### src/rtl/user_id_readback.sv
// Integration-time user project identifier: loaded word-by-word after reset, then
// served through a request/acknowledge parallel port and an MSB-first serial stream.
module user_id_readback #(
  parameter int                     ID_WORDS        = 2,
  parameter logic [ID_WORDS*32-1:0] USER_PROJECT_ID = '0,
  parameter int                     CLK_DIV         = 4,
  localparam int                    AW              = $clog2(ID_WORDS > 2 ? ID_WORDS : 2)
) (
  input  logic          wb_clk_i,
  input  logic          wb_rst_i,
  input  logic          rd_req,
  input  logic [AW-1:0] rd_addr,
  output logic          rd_ack,
  output logic [31:0]   rd_data,
  output logic          rd_err,
  input  logic          ser_start,
  output logic          ser_busy,
  output logic          ser_done,
  output logic          ser_out,
  output logic          id_valid,
  output logic [31:0]   mask_rev
);

  localparam int TOTAL = ID_WORDS * 32;
  localparam int BW    = $clog2(TOTAL);
  localparam int DW    = $clog2(CLK_DIV > 2 ? CLK_DIV : 2);

  typedef enum logic {ST_LOAD, ST_READY} state_t;
  typedef enum logic {SER_IDLE, SER_SHIFT} ser_state_t;

  state_t          state_q, state_d;
  logic [AW-1:0]   load_idx_q, load_idx_d;
  logic            id_valid_q, id_valid_d;
  logic [TOTAL-1:0] id_flat;

  logic            rd_ack_q, rd_ack_d;
  logic            rd_err_q, rd_err_d;
  logic [31:0]     rd_data_q, rd_data_d;
  logic [31:0]     word_sel;
  logic            in_range;

  ser_state_t      ser_state_q, ser_state_d;
  logic [BW-1:0]   bit_idx_q, bit_idx_d;
  logic [DW-1:0]   div_q, div_d;
  logic            ser_out_q, ser_out_d;
  logic            ser_done_q, ser_done_d;

  genvar gi;
  generate
    for (gi = 0; gi < ID_WORDS; gi++) begin : g_word
      logic [31:0] word_q, word_d;

      always_comb begin
        word_d = word_q;
        if (state_q == ST_LOAD && load_idx_q == AW'(gi)) begin
          word_d = USER_PROJECT_ID[32*gi +: 32];
        end
      end

      always_ff @(posedge wb_clk_i or posedge wb_rst_i) begin
        if (wb_rst_i) word_q <= '0;
        else          word_q <= word_d;
      end

      assign id_flat[32*gi +: 32] = word_q;
    end
  endgenerate

  // Load sequencer: one word per cycle, LOAD is only re-entered through reset.
  always_comb begin
    state_d    = state_q;
    load_idx_d = load_idx_q;
    id_valid_d = id_valid_q;
    if (state_q == ST_LOAD) begin
      if (load_idx_q == AW'(ID_WORDS - 1)) begin
        state_d    = ST_READY;
        id_valid_d = 1'b1;
      end else begin
        load_idx_d = load_idx_q + 1'b1;
      end
    end
  end

  always_comb begin
    in_range = int'(rd_addr) < ID_WORDS;
    word_sel = '0;
    for (int i = 0; i < ID_WORDS; i++) begin
      if (int'(rd_addr) == i) word_sel = id_flat[32*i +: 32];
    end
  end

  // The !rd_ack_q term forces at least one idle cycle between acknowledged reads.
  always_comb begin
    rd_ack_d  = 1'b0;
    rd_err_d  = 1'b0;
    rd_data_d = rd_data_q;
    if (rd_req && id_valid_q && !rd_ack_q) begin
      rd_ack_d  = 1'b1;
      rd_err_d  = !in_range;
      rd_data_d = in_range ? word_sel : 32'd0;
    end
  end

  always_comb begin
    ser_state_d = ser_state_q;
    bit_idx_d   = bit_idx_q;
    div_d       = div_q;
    ser_out_d   = ser_out_q;
    ser_done_d  = 1'b0;
    case (ser_state_q)
      SER_IDLE: begin
        if (ser_start && id_valid_q) begin
          ser_state_d = SER_SHIFT;
          bit_idx_d   = BW'(TOTAL - 1);
          div_d       = '0;
          ser_out_d   = id_flat[TOTAL-1];
        end
      end
      SER_SHIFT: begin
        if (div_q == DW'(CLK_DIV - 1)) begin
          div_d = '0;
          if (bit_idx_q == '0) begin
            ser_state_d = SER_IDLE;
            ser_out_d   = 1'b0;
            ser_done_d  = 1'b1;
          end else begin
            bit_idx_d = bit_idx_q - 1'b1;
            ser_out_d = id_flat[bit_idx_d];
          end
        end else begin
          div_d = div_q + 1'b1;
        end
      end
      default: ser_state_d = SER_IDLE;
    endcase
  end

  always_ff @(posedge wb_clk_i or posedge wb_rst_i) begin
    if (wb_rst_i) begin
      state_q     <= ST_LOAD;
      load_idx_q  <= '0;
      id_valid_q  <= 1'b0;
      rd_ack_q    <= 1'b0;
      rd_err_q    <= 1'b0;
      rd_data_q   <= '0;
      ser_state_q <= SER_IDLE;
      bit_idx_q   <= '0;
      div_q       <= '0;
      ser_out_q   <= 1'b0;
      ser_done_q  <= 1'b0;
    end else begin
      state_q     <= state_d;
      load_idx_q  <= load_idx_d;
      id_valid_q  <= id_valid_d;
      rd_ack_q    <= rd_ack_d;
      rd_err_q    <= rd_err_d;
      rd_data_q   <= rd_data_d;
      ser_state_q <= ser_state_d;
      bit_idx_q   <= bit_idx_d;
      div_q       <= div_d;
      ser_out_q   <= ser_out_d;
      ser_done_q  <= ser_done_d;
    end
  end

  assign rd_ack   = rd_ack_q;
  assign rd_err   = rd_err_q;
  assign rd_data  = rd_data_q;
  assign ser_busy = (ser_state_q == SER_SHIFT);
  assign ser_done = ser_done_q;
  assign ser_out  = ser_out_q;
  assign id_valid = id_valid_q;
  assign mask_rev = id_flat[31:0];

endmodule

### config.mk
export PLATFORM = sky130hd
export DESIGN_NAME = user_id_readback
export DESIGN_NICKNAME = d
export VERILOG_FILES = /design/src/rtl/user_id_readback.sv
export SDC_FILE = /design/constraint.sdc
export NUM_CORES = 1
export LEC_CHECK = 0
export ABC_AREA = 0
export CAP_MARGIN = 0
export CORE_MARGIN = 2
export CORE_UTILIZATION = 51
export CTS_BUF_LIST = sky130_fd_sc_hd__clkbuf_2 sky130_fd_sc_hd__clkbuf_4 sky130_fd_sc_hd__clkbuf_8
export DETAILED_ROUTE_END_ITERATION = 10
export DONT_BUFFER_PORTS = 1
export PLACE_DENSITY = 0.66
export SYNTH_ARGS = -nofsm -noshare
export SYNTH_HDL_FRONTEND = slang
export SYNTH_SLANG_ARGS = --single-unit
export TNS_END_PERCENT = 5
### constraint.sdc
create_clock -name wb_clk_i -period 1.8 [get_ports wb_clk_i]
set_clock_uncertainty 0.15 [all_clocks]
set_input_delay 0.09 -clock wb_clk_i [delete_from_list [all_inputs] [get_ports wb_clk_i]]
set_output_delay 0.09 -clock wb_clk_i [all_outputs]
set_load 0.005 [all_outputs]
# Word level (Yosys, flattened, before mapping)
# Memories as Yosys holds them, arrays and structs flattened.
# Index checks and enable logic that the tools add are counted.
# word_totals
ff_bits	15
latchBits	0
ram_bits	0
romBits	64
inputBits	5
output_inout_bits	70
memories	1
# memory_table
memory	words	word_bits	rd	rd_clocked_by_memory_dff	write_ports	line_no	source
(name not given)	64	1	1	0	0	128	ser_out_d = id_flat[bit_idx_d];
# classes
add_sub_neg	3
multipliers	0
div	0
n_lt_le_gt_ge	1
n_eq_ne	4
n_shift	0
mux	23
bitwise_logic	2
reduce_logical	8
# op_table
cell	count
two-way mux 6 bit	3
two-way mux 1 bit	14
one-hot mux 6 bit (2 select lines)	1
less-than comparator 6 x 7 -> 1 bit, second input constant	1
zero test 6 bit	1
subtractor 6 x 1 -> 6 bit, second input constant	1
two-way mux 2 bit	2
inequality test 2 bit, second input constant	2
one-hot mux 1 bit (2 select lines)	2
one-hot mux 2 bit (2 select lines)	1
AND reduction 2 bit	2
logical AND 1 bit	3
AND reduction 3 bit	1
adder 2 x 1 -> 2 bit, second input constant	1
== test 2 bit, second input constant	1
inequality test 2 x 1 -> 1 bit, second input constant	1
NOT 1 bit	2
adder 1 bit, second input constant	1
zero test 1 bit	1

# Longest topological paths before layout
# Gate-level depths: netlist of the first run.
# depth
depth_word	6
mapped_depth	5
mapped_depth_nobuf	5

# Worst setup path after synthesis of the first run
# OpenSTA, ideal clock, no wires.
# synth_path
kind	reg-to-reg
start	register bit_idx_q[0]
end	register bit_idx_q[2]
setup_ns	0.124
arrival_time_ns	1.338
t_required_ns	1.526
path_slack_ns	0.188
path_stages_with_launch	6
n_path_buf	0
synth_period_minus_slack_ns	1.612
path_cell_list	dfrtp_1 inv_1 ha_1 nor2b_1 a211oi_1 a211o_2
# synth_via
elab_chain_cells	4
elab_cells_between_ends	7
cone_classes	1 x add/sub; 1 x eq/ne; 3 x mux; 2 x reduce/logical
# synth_lines
element	line_no	source
start, declared	43	logic [BW-1:0] bit_idx_q, bit_idx_d;
start signal, assigned	159	bit_idx_q <= bit_idx_d;
subtractor 6 x 1 -> 6 bit	127	bit_idx_d = bit_idx_q - 1'b1;
two-way mux 6 bit	122	if (bit_idx_q == '0) begin
two-way mux 6 bit	120	if (div_q == DW'(CLK_DIV - 1)) begin
one-hot mux 6 bit (2 select lines)	110	case (ser_state_q)
# Parallel ways exist; a longest one is shown, timed or not. The select of a mux whose other input is x is not followed.
# A chain may end at the register's enable or synchronous reset.

# Worst setup path in the final report of the first run
# layout_path
start	register bit_idx_q[0]
end	register bit_idx_q[3]
# Same word-level chain as after synthesis.

==> results of run 1 <==
## cell type report
cell class	count	share of cell area [%]
clock buffer	4	3.53
inverter	4	1.46
multi-input combinational	110	53.9
sequential	14	34.1
tap	28	3.41
timing repair buffer	4	3.65
## path summary, 6_finish.rpt
| check | start | end | cells after the start |
|---|---|---|---|
| setup / recovery | bit_idx_q[0] | bit_idx_q[3] | 5 |
| hold / removal | ser_start | ser_busy | 2 |
| setup reg to reg | bit_idx_q[0] | bit_idx_q[3] | 5 |
| hold reg to reg | state_q | load_idx_q | 1 |
| max in group asynchronous | wb_rst_i | bit_idx_q[3] | 2 |
| min in group asynchronous | wb_rst_i | load_idx_q | 2 |
## cell usage after synthesis, types with 2 or more instances
library cell  count  area share [%]
inv_1             4             1.3
nand2_1           8             2.6
nor2_1            8             2.6
o21ai_0           2            0.85
nand3_1           2            0.85
a21o_1            2             1.3
dfrtp_1          14              30
mux2i_1           3             2.6
ha_1              3             3.2
buf_4            66              42
or2_2             2             1.1
## report_power, final
part           switching (mW)  internal (mW)
registers              0.0861          0.388
clock network           0.102          0.123
logic                   0.162          0.122
total                   0.350          0.634
## flip-flops by register name (all words and copies together), names as in the netlist
name / cells
bit_idx_q: 6
ser_done: 1
ser_busy: 1
state_q: 1
div_q: 2
load_idx_q: 1
rd_ack: 1
id_valid: 1
## metrics by stage
stage | hold slack [ns] | worst slack [ns]
6_report | 0.0910 | 0.106
5_1_grt | 0.113 | 0.0412
4_1_cts | 0.0999 | 0.0351
3_5_place_dp | -0.0967 | 0.0384
3_3_place_gp | -0.0947 | 0.0694
2_1_floorplan | -0.171 | 0.188
## routing by layer
layer,part of all wire (%),GRT usage [%],wire (um)
met5,0,0,0
met4,2.0,7.89,28
met3,8.8,2.01,123
met2,50,16.9,704
met1,39,11.9,540
## timing repair
| item | in CTS | in global routing |
|---|---|---|
| gates resized for setup | 0 | 1 |
| endpoints found under the setup margin | 0 | 1 |
| hold buffers | 3 | 0 |
| hold endpoints to repair | 17 | 0 |
## kinds of logic after synthesis
kind of cell / synth area share, %
other: 0.319
AND/OR/NAND/NOR: 11.7
buffers and inverters: 44.1
AO/OA/AOI/OAI: 8.39
multiplexers: 2.55
adder cells (fa/ha/maj): 3.19
flip-flops: 29.8
==> reports/summary.txt, run 1 <==
initial drt markers: 3
# diodes: 0
Starting Density: 53.7%
RSZ-0062 raised after global routing: false
initial antenna violation count: 0
Worst-Margin Slew: 0.540 ns
drt pass-1 iters: 2
most frequent cells in the layout: conb_1 (66), dfrtp_1 (14), nor2_1 (8), nand2_1 (8), inv_1 (4)
final setup violating endpoints: 0
Avg Inst Size Synth: 8.99 um2
Core ar.: 2190 um2
CP Capture Type: register
Setup Fix Bufs, Post-CTS: 0
Synth Flop Type: dfrtp_1
share of layout cells above drive strength 1: 9.56%
Placed Cells incl. Taps: 157
Nets: 145
# IOs: 75
final WL: 1400 um
arrival time at the worst endpoint: 1.74 ns
FFs w/ async S/R, synth: 100%
Leak: 0.550 nW
Setup Crit Path Kind: reg -> reg
total CTS buffers: 3
dpl cell area: 960 um2
Total Neg Setup Slack: 0 ns
Die Ht: 52.0 um
flop2flop setup slack: 0.11 ns
most common cell after layout, fill and taps aside: conb_1
first-pass GRT wire length: 2060 um
vias in the first global route: 497
clk root buf: clkbuf_4
Slew Limit Fails: 0
fin util: 46.9%
fill count: 227
Vias: 635
power per cell area: 956 nW/um2
GRT Total Usage: 10.4%
critical path's top delay family: flip-flops
CTS clk-pin slew, worst paths: 0.09 ns
crit path cell chain: inv_1 -> ha_1 -> nor2b_2 -> a2111oi_2 -> mux2i_1
number of synthesized flops with an enable pin: 0
post-synthesis cell count: 131
IO buf count: 0
slowest CP cell: dfrtp_1
Max H-tree Level: 1
CP Buf/Inv Count: 1
Worst Hold Class: in -> reg
Die ar.: 2710 um2
Min Clock Period, post-route: 1.69 ns
CTS Sinks: 14
maxcap violations: 0
Req. time, crit path: 1.85 ns
register area share after synthesis: 29.8%
maximum vdd ir drop: 0.558 mV
total grt overflow: 0
Synth Register Bits: 14
Clock Latency Late Sink: 0.28 ns
outcome: finished, final reports clean
WL/cell: 8.52 um
Synth warnings: 0
P&R area growth vs syn: -12.6%
Post-route DRC: 0
area of the multi-input gates: 554 um2
Synth Cell Area: 1180 um2
fin cells: 164
startpoint types: register
gpl congestion: 0.727
Die Wd: 52.0 um
largest net degree at the start of global routing: 15
Via density: 3.87
CTS max path bufs: 2
max incr delay on CP: 0.41 ns
number of hold violations in the final report: 0
ANT nets after route: 0
Reg area: 350 um2
Rows: 17
Fmax: 590 MHz
Netlist cell types: 28
critical path peak fanout: 6
Slew headroom: 63.9%
fin area: 1030 um2
CTS tree: built
Final HPWL DP: 1130 um
period utilisation layout: 94.1%
total power: 984 uW
(Power assumes the default switching activity.)
==> run 2: changes to the inputs <==
--- a/config.mk
+++ b/config.mk
@@ -6,13 +6,13 @@
 export NUM_CORES = 1
 export LEC_CHECK = 0
 export ABC_AREA = 0
-export CAP_MARGIN = 0
+export CAP_MARGIN = 30
 export CORE_MARGIN = 2
 export CORE_UTILIZATION = 51
 export CTS_BUF_LIST = sky130_fd_sc_hd__clkbuf_2 sky130_fd_sc_hd__clkbuf_4 sky130_fd_sc_hd__clkbuf_8
 export DETAILED_ROUTE_END_ITERATION = 10
 export DONT_BUFFER_PORTS = 1
-export PLACE_DENSITY = 0.66
+export PLACE_DENSITY = 0.69
 export SYNTH_ARGS = -nofsm -noshare
 export SYNTH_HDL_FRONTEND = slang
 export SYNTH_SLANG_ARGS = --single-unit
==> constraint.sdc (replaced) <==
create_clock -name wb_clk_i -period 1.5 [get_ports wb_clk_i]
set_clock_uncertainty 0.15 [all_clocks]
set_input_delay 0.075 -clock wb_clk_i [delete_from_list [all_inputs] [get_ports wb_clk_i]]
set_output_delay 0.075 -clock wb_clk_i [all_outputs]
set_load 0.005 [all_outputs]
==> run 2 against run 1 <==
The flow now finishes with violations (negative setup slack). Via count is 8.8% higher. Setup slack worse by 0.14 ns. Maximum frequency is 10% higher. Worst hold slack worse by 0.010 ns. Die area stayed put. Count of clock-buffer cells in the layout stayed put. Power is 48% higher. Register-to-register slack worse by 0.14 ns. Sequential power is 18% higher. Cell count is 7.3% higher. Flip-flop and latch count stayed put. Combinational power is 120% higher. Critical endpoint is now bit_idx_q[5]. Highest routed layer unchanged.
==> reports/summary.txt, run 2 (synthesis results as in run 1) <==
vias in the first global route: 562
Slew Limit Fails: 0
max incr delay on CP: 0.41 ns
crit path cell chain: buf_4 -> and4bb_2 -> a21boi_0 -> a311o_1
Die ar.: 2710 um2
drt pass-1 iters: 4
Slew headroom: 64.6%
P&R area growth vs syn: 1.49%
most common cell after layout, fill and taps aside: conb_1
Fmax: 652 MHz
slowest CP cell: dfrtp_1
Die Ht: 52.0 um
gpl congestion: 0.800
Worst-Margin Slew: 0.530 ns
CP Buf/Inv Count: 1
maxcap violations: 0
CTS max path bufs: 2
register with the most flip-flops: bit_idx_q
WL/cell: 9.93 um
CP Capture Type: register
arrival time at the worst endpoint: 1.56 ns
startpoint types: register
maximum vdd ir drop: 0.751 mV
Setup Crit Path Kind: reg -> reg
Vias: 691
final setup violating endpoints: 5
Via density: 3.93
Leak: 0.609 nW
ANT nets after route: 0
total grt overflow: 0
total CTS buffers: 3
# IOs: 75
Post-route DRC: 0
failing checks: negative setup slack
final setup margin: -0.0339 ns
largest net degree at the start of global routing: 15
Nets: 157
power per cell area: 1220 nW/um2
initial antenna violation count: 0
clk root buf: clkbuf_4
GRT Total Usage: 13.1%
number of hold violations in the final report: 0
Min Clock Period, post-route: 1.53 ns
Worst Hold Class: in -> reg
CTS tree: built
Core ar.: 2190 um2
critical path peak fanout: 3
share of layout cells above drive strength 1: 22.3%
IO buf count: 0
Final HPWL DP: 1160 um
# diodes: 0
CTS Sinks: 14
fin area: 1190 um2
total power: 1.46 mW
RSZ-0062 raised after global routing: true
post-placement worst setup slack: -0.0663 ns
Clock Latency Late Sink: 0.29 ns
Die Wd: 52.0 um
most frequent cells in the layout: conb_1 (66), dfrtp_1 (14), buf_4 (12)
CTS clk-pin slew, worst paths: 0.09 ns
fin util: 54.5%
Rows: 17
max reg flops: 6
Req. time, crit path: 1.53 ns
dpl cell area: 1050 um2
first-pass GRT wire length: 2510 um
final WL: 1750 um
period utilisation layout: 102%
critical path's top delay family: flip-flops
top flop regs: bit_idx_q x6, div_q x2
outcome: complete, but fails checks
Max H-tree Level: 1
initial drt markers: 6
Starting Density: 53.7%
[run 2: cell count changes in the layout (fill, tap and decap cells not counted), sizes merged]
| cell | before | now |
|---|---|---|
| buf | 1 | 13 |
[run 2: worst paths after layout]
check / slack [ns] / startpoint / depth (start not counted) / to
max: -0.03 / bit_idx_q[1] / 4 / bit_idx_q[5]
min: 0.08 / ser_start / 2 / ser_busy
max reg2reg: -0.03 / bit_idx_q[1] / 4 / bit_idx_q[5]
min reg2reg: 0.31 / state_q / 1 / load_idx_q
max in group asynchronous: 0.72 / wb_rst_i / 2 / div_q[1]
min in group asynchronous: 0.13 / wb_rst_i / 2 / bit_idx_q[1]
[run 2: worst reg2reg max path, delay by kind of cell (launching register included)]
| kind | cells | cell delay, ns |
|---|---|---|
| buffers and inverters | 1 | 0.15 |
| AO/OA/AOI/OAI | 2 | 0.40 |
| AND/OR/NAND/NOR | 1 | 0.31 |
| flip-flops | 1 | 0.41 |
[run 2: routing by layer]
layer / GRT usage (%) / vias to the layer above / routed length, um
met1: 14.6 / 314 / 652
met3: 3.45 / 9 / 132
li1: - / 328 / -
met2: 20.7 / 40 / 888
met5: 0 / - / 0
met4: 10.5 / 0 / 73
[run 2: layout make-up]
class / instances / area, um2
fill: 199 / 996
sequential: 14 / 350
inverter: 4 / 15.0
timing repair buffer: 16 / 131
clock buffer: 4 / 36.3
tap: 28 / 35.0
multi-input combinational: 110 / 627
[run 2: where the power goes]
| part | leakage (nW) | internal (mW) | switching, mW |
|---|---|---|---|
| Clock | 0.0210 | 0.148 | 0.135 |
| Combinational | 0.442 | 0.312 | 0.306 |
| Sequential | 0.146 | 0.466 | 0.0921 |
| Total | 0.609 | 0.926 | 0.533 |
[run 2: stage by stage]
stage | setup TNS [ns] | hold slack [ns] | instances
after global placement | -0.0860 | -0.124 | 166
after detailed placement | -0.234 | -0.113 | 166
final | -0.107 | 0.0807 | 176
after floorplan | -0.00608 | -0.186 | 196
after global routing | -0.656 | 0.105 | 176
after CTS | -0.0359 | 0.0787 | 175
[run 2: what timing repair did]
action,CTS,global route
pin swaps,6,1
hold buffers,3,0
buffers inserted,2,1
endpoints found under the hold margin,17,0
gates resized for setup,9,2
setup endpoints to repair,5,7
